`src/rtl/inert_pkg.sv`:
```
// inert_pkg: shared types, widths and saturation helpers for inertial_integrator.
package inert_pkg;
  typedef enum logic {CAL, RUN} state_e;
  localparam int INT_W = 27;
  localparam int ACC_W = INT_W + 1;
  localparam int PROD_W = 26;
  localparam logic signed [9:0] FUS_SCALE = 10'sd327;
  function automatic logic signed [15:0] sat16(input logic signed [16:0] v);
    return v[16] != v[15] ? {v[16], {15{~v[16]}}} : v[15:0];
  endfunction
  // The integrator sum fits in ACC_W bits, so overflow shows as the top two bits disagreeing.
  function automatic logic signed [INT_W-1:0] sat_int(input logic signed [ACC_W-1:0] v);
    return v[ACC_W-1] != v[ACC_W-2] ? {v[ACC_W-1], {INT_W-1{~v[ACC_W-1]}}} : v[INT_W-1:0];
  endfunction
endpackage

```
`src/rtl/ptch_rt_cal.sv`:
```
// ptch_rt_cal: averages 2^CAL_LOG2 gyro samples into a pitch-rate offset.
module ptch_rt_cal #(
  parameter int CAL_LOG2 = 4
) (
  input  logic               clk,
  input  logic               rst_n,
  input  logic               smp_vld_i,
  input  logic               clr_i,
  input  logic signed [15:0] raw_i,
  output logic signed [15:0] offset_o,
  output logic               cal_cmplt_o
);
  localparam int SUM_W = 16 + CAL_LOG2;
  logic signed [SUM_W-1:0] sum_q, sum_d, tot;
  logic [CAL_LOG2-1:0] cnt_q, cnt_d;
  logic signed [15:0] offset_q, offset_d;
  always_comb begin
    tot = sum_q + SUM_W'(raw_i);
    cal_cmplt_o = smp_vld_i && cnt_q == '1;
    sum_d = clr_i || cal_cmplt_o ? '0 : smp_vld_i ? tot : sum_q;
    cnt_d = clr_i ? '0 : smp_vld_i ? cnt_q + 1'b1 : cnt_q;
    offset_d = cal_cmplt_o ? 16'(tot >>> CAL_LOG2) : offset_q;
  end
  always_ff @(posedge clk or negedge rst_n) begin
    if (!rst_n) begin
      sum_q <= '0;
      cnt_q <= '0;
      offset_q <= '0;
    end else begin
      sum_q <= sum_d;
      cnt_q <= cnt_d;
      offset_q <= offset_d;
    end
  end
  assign offset_o = offset_q;
endmodule

```
`src/rtl/inertial_integrator.sv`:
```
// inertial_integrator: gyro offset calibration, pitch integration and optional accel fusion.
// Define INERT_FUSION_EN to enable the accelerometer complementary-filter term.
module inertial_integrator
  import inert_pkg::*;
#(
  parameter int          CAL_LOG2    = 4,
  parameter logic [15:0] AZ_OFFSET   = 16'h00A0,
  parameter int          FUSION_GAIN = 1024
) (
  input  logic               clk,
  input  logic               rst_n,
  input  logic               vld,
  input  logic signed [15:0] ptch_rt_raw,
  input  logic signed [15:0] AZ,
  input  logic               cal_strt,
  output logic signed [15:0] ptch,
  output logic signed [15:0] ptch_rt,
  output logic               ptch_vld,
  output logic               cal_done
);
  state_e state_q, state_d;
  logic run, upd, cal_cmplt;
  logic signed [15:0] offset, comp, ptch_rt_q, ptch_rt_d;
  logic signed [16:0] diff;
  logic signed [INT_W-1:0] int_q, int_d, fusion;
  logic signed [ACC_W-1:0] int_sum;
  logic ptch_vld_q, ptch_vld_d;
  assign run = state_q == RUN;
  assign upd = run && vld && !cal_strt;
  ptch_rt_cal #(.CAL_LOG2(CAL_LOG2)) u_cal (
    .clk         (clk),
    .rst_n       (rst_n),
    .smp_vld_i   (!run && vld && !cal_strt),
    .clr_i       (cal_strt),
    .raw_i       (ptch_rt_raw),
    .offset_o    (offset),
    .cal_cmplt_o (cal_cmplt)
  );
  always_ff @(posedge clk or negedge rst_n) begin
    if (!rst_n) state_q <= CAL;
    else state_q <= state_d;
  end
  always_comb begin
    state_d = cal_strt ? CAL : cal_cmplt ? RUN : state_q;
  end
  always_comb begin
    cal_done = state_q == RUN;
    ptch = int_q[INT_W-1 -: 16];
    ptch_rt = ptch_rt_q;
    ptch_vld = ptch_vld_q;
  end
`ifdef INERT_FUSION_EN
  logic signed [15:0] az_c, ptch_acc;
  logic signed [PROD_W-1:0] prod;
  assign az_c = AZ - AZ_OFFSET;
  assign prod = PROD_W'(az_c) * PROD_W'(FUS_SCALE);
  assign ptch_acc = 16'(prod >>> 13);
  // Compared against the registered pitch, i.e. the value before this update.
  assign fusion = ptch_acc > ptch ? INT_W'(FUSION_GAIN) : -INT_W'(FUSION_GAIN);
`else
  logic unused_az;
  assign unused_az = ^{AZ, AZ_OFFSET, FUS_SCALE, FUSION_GAIN};
  assign fusion = '0;
`endif
  always_comb begin
    diff = 17'(ptch_rt_raw) - 17'(offset);
    comp = sat16(diff);
    int_sum = ACC_W'(int_q) - ACC_W'(comp) + ACC_W'(fusion);
    int_d = cal_strt ? '0 : upd ? sat_int(int_sum) : int_q;
    ptch_rt_d = cal_strt ? '0 : upd ? comp : ptch_rt_q;
    ptch_vld_d = upd;
  end
  always_ff @(posedge clk or negedge rst_n) begin
    if (!rst_n) begin
      int_q <= '0;
      ptch_rt_q <= '0;
      ptch_vld_q <= 1'b0;
    end else begin
      int_q <= int_d;
      ptch_rt_q <= ptch_rt_d;
      ptch_vld_q <= ptch_vld_d;
    end
  end
endmodule

```
`config.mk`:
```
export PLATFORM = sky130hd
export DESIGN_NAME = inertial_integrator
export DESIGN_NICKNAME = d
export VERILOG_FILES = /design/src/rtl/inert_pkg.sv /design/src/rtl/ptch_rt_cal.sv /design/src/rtl/inertial_integrator.sv
export SDC_FILE = /design/constraint.sdc
export NUM_CORES = 1
export LEC_CHECK = 0
export CAP_MARGIN = 20
export CORE_MARGIN = 8
export CORE_UTILIZATION = 30
export DETAILED_ROUTE_END_ITERATION = 16
export DONT_BUFFER_PORTS = 1
export GPL_TIMING_DRIVEN = 0
export HOLD_SLACK_MARGIN = 0.1
export SLEW_MARGIN = 40
export SYNTH_ARGS = -nofsm -noshare
export SYNTH_HDL_FRONTEND = slang
export SYNTH_HIERARCHICAL = 1
export SYNTH_SLANG_ARGS = --single-unit
```
`constraint.sdc`:
```
create_clock -name clk -period 8.55 [get_ports clk]
set_clock_uncertainty 0.2 [all_clocks]
set_input_delay 1.71 -clock clk [delete_from_list [all_inputs] [get_ports clk]]
set_output_delay 1.71 -clock clk [all_outputs]
set_load 0.01 [all_outputs]
```
# ---- Word level (Yosys, flattened, before mapping)
# Index checks and enable logic that the tools add are counted.
dict set report word_totals {
  reg_bits 85
  input_bits 36
  output_inout_bits 34
  wordCells 40
}
dict set report op_classes {
  add_sub_neg 4
  n_eq_ne 3
  muxes 12
  bitwise 2
  n_reduce_logical 12
}
# cell count
set op_table {}
lappend op_table {{27-bit 2-to-1 mux} 3}
lappend op_table {{16-bit 2-to-1 mux} 3}
lappend op_table {{20-bit 2-to-1 mux} 2}
lappend op_table {{27-bit by 16-bit subtractor with 28-bit output} 1}
lappend op_table {{20-bit by 16-bit adder with 20-bit output} 1}
lappend op_table {{16-bit by 16-bit subtractor with 17-bit output} 1}
lappend op_table {{4-bit 2-to-1 mux} 2}
lappend op_table {{2-bit nonzero test} 4}
lappend op_table {{1-bit logical AND} 5}
lappend op_table {{4-bit by 1-bit adder with 4-bit output, second input constant} 1}
lappend op_table {{4-bit equality test, second input constant} 1}
lappend op_table {{1-bit zero test} 2}
lappend op_table {{1-bit 2-to-1 mux} 2}
lappend op_table {{1-bit inequality test} 2}
lappend op_table {{1-bit inverter} 2}
lappend op_table {{1-bit logical OR} 1}

# ---- Longest topological paths before layout
dict set report logic_depth {
  depth_word 8
  mapped_depth 27
  depth_no_buf 23
}

# ---- Cells and area by module
# The synthesis kept the hierarchy.
# module instances cells_each area_per_inst_um2 seq_area_each_um2
set modules_own_cells {}
lappend modules_own_cells {inertial_integrator 1 552 4631.9 1126.1}
lappend modules_own_cells {ptch_rt_cal 1 292 2592.5 1001.0}

# ---- Least setup slack after synthesis
# Ideal clock, no wire load.
dict set report synth_path {
  path_type {input port to flip-flop}
  start {input port ptch_rt_raw[1]}
  end {register int_q[19]}
  setup_ns 0.133
  arrival_time_ns 6.636
  t_required_ns 8.217
  path_slack_ns 1.581
  stages 26
  n_path_buf 4
  cell_sequence {ha_1 -> nor2b_1 -> o21ai_0 -> a21boi_1 -> o31ai_1 -> a31oi_1 -> a221oi_1 -> o21ai_0 -> xor2_1 -> ha_1 -> clkbuf_1 -> inv_1 -> nor2_1 -> clkbuf_1 -> a21oi_1 -> ha_1 -> buf_2 -> and2_1 -> nand3_1 -> or3_1 -> nor3_2 -> nor3_1 -> or2_4 -> o211ai_4 -> buf_6 -> a22oi_2}
}
dict set report synth_between {
  elab_chain_cells 8
  word_cells_on_any_way 10
  cone_classes {2 x add/sub; 2 x eq/ne; 4 x mux; 2 x bitwise}
}
# element line_no
set synth_rtl {}
lappend synth_rtl {{start, declared} inertial_integrator.sv:13} ;# input logic signed [15:0] ptch_rt_raw,
lappend synth_rtl {{16-bit by 16-bit subtractor with 17-bit output (*)} inertial_integrator.sv:66} ;# diff = 17'(ptch_rt_raw) - 17'(offset);
lappend synth_rtl {{1-bit inequality test / 1-bit inverter (equally long branches)} inert_pkg.sv:9} ;# return v[16] != v[15] ? {v[16], {15{~v[16]}}} : v[15:0];
lappend synth_rtl {{16-bit 2-to-1 mux (*)} inert_pkg.sv:9}
lappend synth_rtl {{27-bit by 16-bit subtractor with 28-bit output (*)} inertial_integrator.sv:68} ;# int_sum = ACC_W'(int_q) - ACC_W'(comp) + ACC_W'(fusion);
lappend synth_rtl {{1-bit inequality test / 1-bit inverter (equally long branches)} inert_pkg.sv:13} ;# return v[ACC_W-1] != v[ACC_W-2] ? {v[ACC_W-1], {INT_W-1{~v[ACC_W-1]}}} : v[INT_W-1:0];
lappend synth_rtl {{27-bit 2-to-1 mux (*)} inert_pkg.sv:13}
lappend synth_rtl {{27-bit 2-to-1 mux (*) (2 in a row)} inertial_integrator.sv:69} ;# int_d = cal_strt ? '0 : upd ? sat_int(int_sum) : int_q;
lappend synth_rtl {{end signal, assigned} inertial_integrator.sv:79} ;# int_q <= int_d;
lappend synth_rtl {{end, declared} inertial_integrator.sv:25} ;# logic signed [INT_W-1:0] int_q, int_d, fusion;
# Every way passes the cells marked *; elsewhere a longest branch is shown, timed or not. The select of a mux whose other input is x is not followed.
# A chain may end at the register's enable or synchronous reset.

# ---- Final worst setup path
dict set report layout_path {
  start {input port ptch_rt_raw[1]}
  end {register int_q[10]}
}
# Same word-level chain as after synthesis.

==> results.tsv <==
metric	value	unit
Synth area leader	dfrtp_1	
Simple-Gate Fraction of Synth Area	16.4	%
final setup fails	0	
sequential area share after synthesis	29.4	%
Met3 Routed Length	904	um
top sig layer	met4	
dpl hpwl	14700	um
status	complete, no violations	
min-delay worst type	reg2reg	
Reg clk slew, reported paths	0.07	ns
vias per std cell	5.13	
H-Tree Depth	3	
most common flop cell mapped by yosys	dfrtp_1	
Max Cap Viol	0	
post-synthesis adder-cell area fraction	12.1	%
dpl ws	0.528	ns
met2 WL post-DR	9040	um
# DRC	0	
Final min period	7.64	ns
CTS tree	done	
io pins	70	
part of the cycle the worst path needs	89.4	%
post-synthesis compound-gate area fraction	28.5	%
Vias	6053	
initial antenna violation count	0	
First-pass DRT Iterations	5	
Routed WL	19100	um
DR WL/cell	16.2	um
Core Area	23500	sq um
Area growth, synth to finish	9.77	%
Synth top area share	29.4	%
largest net degree at the start of global routing	86	
vias in the first global route	5935	
first-pass GRT wire length	31400	um
syn avg cell area	8.56	sq um
CTS Buf Count	9	
initial drt markers	398	
Filler Cells Inserted	2484	
EDFF count, synth	0	
Syn Inst Count	844	
crit-path max FO	10	
relative slew slack	43.6	%
ANT cells	0	
most frequent cells in the layout	nand2_1 (98), dfrtp_1 (85), a21oi_1 (75), o21ai_0 (73), ha_1 (65)	
Power Dens Cells	145	nW/um^2
Tot GR Track Use	13.4	%
syn_nets	948	
startpoint types	primary input	
post-synth cell types	80	
Synth Warn #	6	
largest cells by area after synthesis	dfrtp_1 (29%), ha_1 (11%), a21oi_1 (5.3%)	
FMAX	131	MHz
post-synthesis mux area share	0.901	%
RSZ-0062 raised after global routing	false	
Antenna Nets Post-Route	0	
CP arrival	7.67	ns
largest family of logic cells by synthesized area	compound AO/OA/AOI/OAI gates	
Setup Fix Bufs, Post-CTS	0	
Die W	171	um
Setup CP Type	in2reg	
max-slew violations	0	
Sink Count	85	
Port Buf Inserts	0	
Synth Cell Area	7220	sq um
die area	29300	sq um
Remaining Overflow, GRT	0	
commonest non-fill, non-tap cell in the layout	nand2_1	
clk_lat worst skew	0.36	ns
worst slew pin tran	0.845	ns
Bufs on Longest Clock Path	2	
final-report hold violation count	0	
share of layout cells above drive strength 1	10.8	%
setup TNS	0	ns
Critical Path RT	8.58	ns
Initial Util	30.7	%
asr flop ratio synth	100	%
Core Rows	56	
Lkg Pwr	3.57	nW
crit path capture type	register	
GP Congestion	0.863	
post-cts resize count	0	
root buf cell	clkbuf_16	
post-route worst setup slack	0.907	ns
Die H	171	um
maximum vdd drop	89.6	uV
hold_buf cts	0	
Yosys reg bits	85	
xor/xnor cell area share of the yosys netlist	6.23	%
Nets	959	
Met1 Routed Length	8800	um
## Yosys cell counts (6+ instances only)
master     n
nand2_1   98
dfrtp_1   85
a21oi_1   76
o21ai_0   73
ha_1      65
nor2_1    50
inv_1     44
xnor2_1   30
a21o_1    27
clkbuf_1  25
a22oi_2   21
xor2_1    17
buf_4     16
nor3_1    14
a221o_1   13
nand3_1   13
a31oi_1    9
and3_1     9
nand2b_1   9
nand4_1    8
o21a_1     8
nor2b_1    7
a21boi_0   6
or3_1      6
## sequential cells by signal, indices dropped and copies added, names as in the netlist
signal / cells
u_cal/sum_q: 20
int_q: 27
ptch_rt: 16
u_cal/cnt_q: 4
cal_done: 1
u_cal/offset_o: 16
ptch_vld: 1
## cell families (layout without fill, tap and decap cells)
family,Yosys count,after routing
AOI/OAI and AO/OA,293,293
and+or+nand+nor,247,247
buffers and inverters,96,112
DFF,85,85
adders and majority gates,68,68
xor gates and xnor gates,49,49
muxes,6,6
## worst paths after layout
| path | from | end | slack (ns) | cells past startpoint |
|---|---|---|---|---|
| hold reg to reg | u_cal/offset_o[12] | u_cal/offset_o[12] | 0.28 | 2 |
| hold / removal | u_cal/offset_o[12] | u_cal/offset_o[12] | 0.28 | 2 |
| min in group asynchronous | rst_n | int_q[19] | 0.85 | 0 |
| max in group asynchronous | rst_n | u_cal/offset_o[2] | 7.14 | 0 |
| setup reg to reg | u_cal/offset_o[1] | int_q[10] | 1.78 | 25 |
| setup / recovery | ptch_rt_raw[1] | int_q[10] | 0.91 | 24 |
## stage by stage
stage / instances / hold WS [ns] / area, sq um / util, % / power [mW]
6_report: 1179 / 0.281 / 7930 / 33.7 / 1.15
5_1_grt: 1179 / 0.298 / 7930 / 33.7 / 1.22
4_1_cts: 1179 / 0.287 / 7930 / 33.7 / 1.16
3_5_place_dp: 1163 / 0.271 / 7630 / 32.4 / 0.739
3_3_place_gp: 1163 / 0.266 / 7620 / 32.4 / 0.735
2_1_floorplan: 844 / 0.250 / 7220 / - / 0.675
## final cells by class
| class | instances | area, sq um | area share (%) |
|---|---|---|---|
| multi-input combinational | 663 | 4640 | 58.5 |
| buffer | 52 | 299 | 3.77 |
| tap | 319 | 399 | 5.03 |
| clock buffer | 10 | 239 | 3.01 |
| inverter | 44 | 165 | 2.08 |
| sequential | 85 | 2130 | 26.8 |
| clock inverter | 6 | 61.3 | 0.773 |
## per-layer routing
layer  global-route usage, %  up-vias
li1                        -     3073
met1                    17.2     2868
met2                    22.2       92
met3                    3.09       20
met4                    3.93        0
met5                       0        -
## where the power goes
part / total, mW / internal, mW / switching, mW / leakage [nW]
sequential: 0.415 / 0.410 / 0.00533 / 1.18
clock: 0.412 / 0.234 / 0.178 / 0.149
combinational: 0.320 / 0.122 / 0.198 / 2.24
## worst max-delay path, cell delays in order
cell and delay (ns):
ha_1 0.25, nor2b_1 0.12, o21ai_0 0.21, a21boi_1 0.14, o31ai_1 0.38, a31oi_1 0.19
a221oi_1 0.38, o21ai_0 0.25, xor2_1 0.20, ha_1 0.30, clkbuf_1 0.28, inv_1 0.17
nor2_1 0.16, clkbuf_1 0.35, a21oi_1 0.13, ha_1 0.40, a21oi_1 0.21, o21ai_0 0.19
a22o_1 0.23, nor3_1 0.42, nor2_2 0.13, xnor2_2 0.51, buf_6 0.26, a22oi_2 0.07
Note: power is estimated with default switching activity, not from simulation.
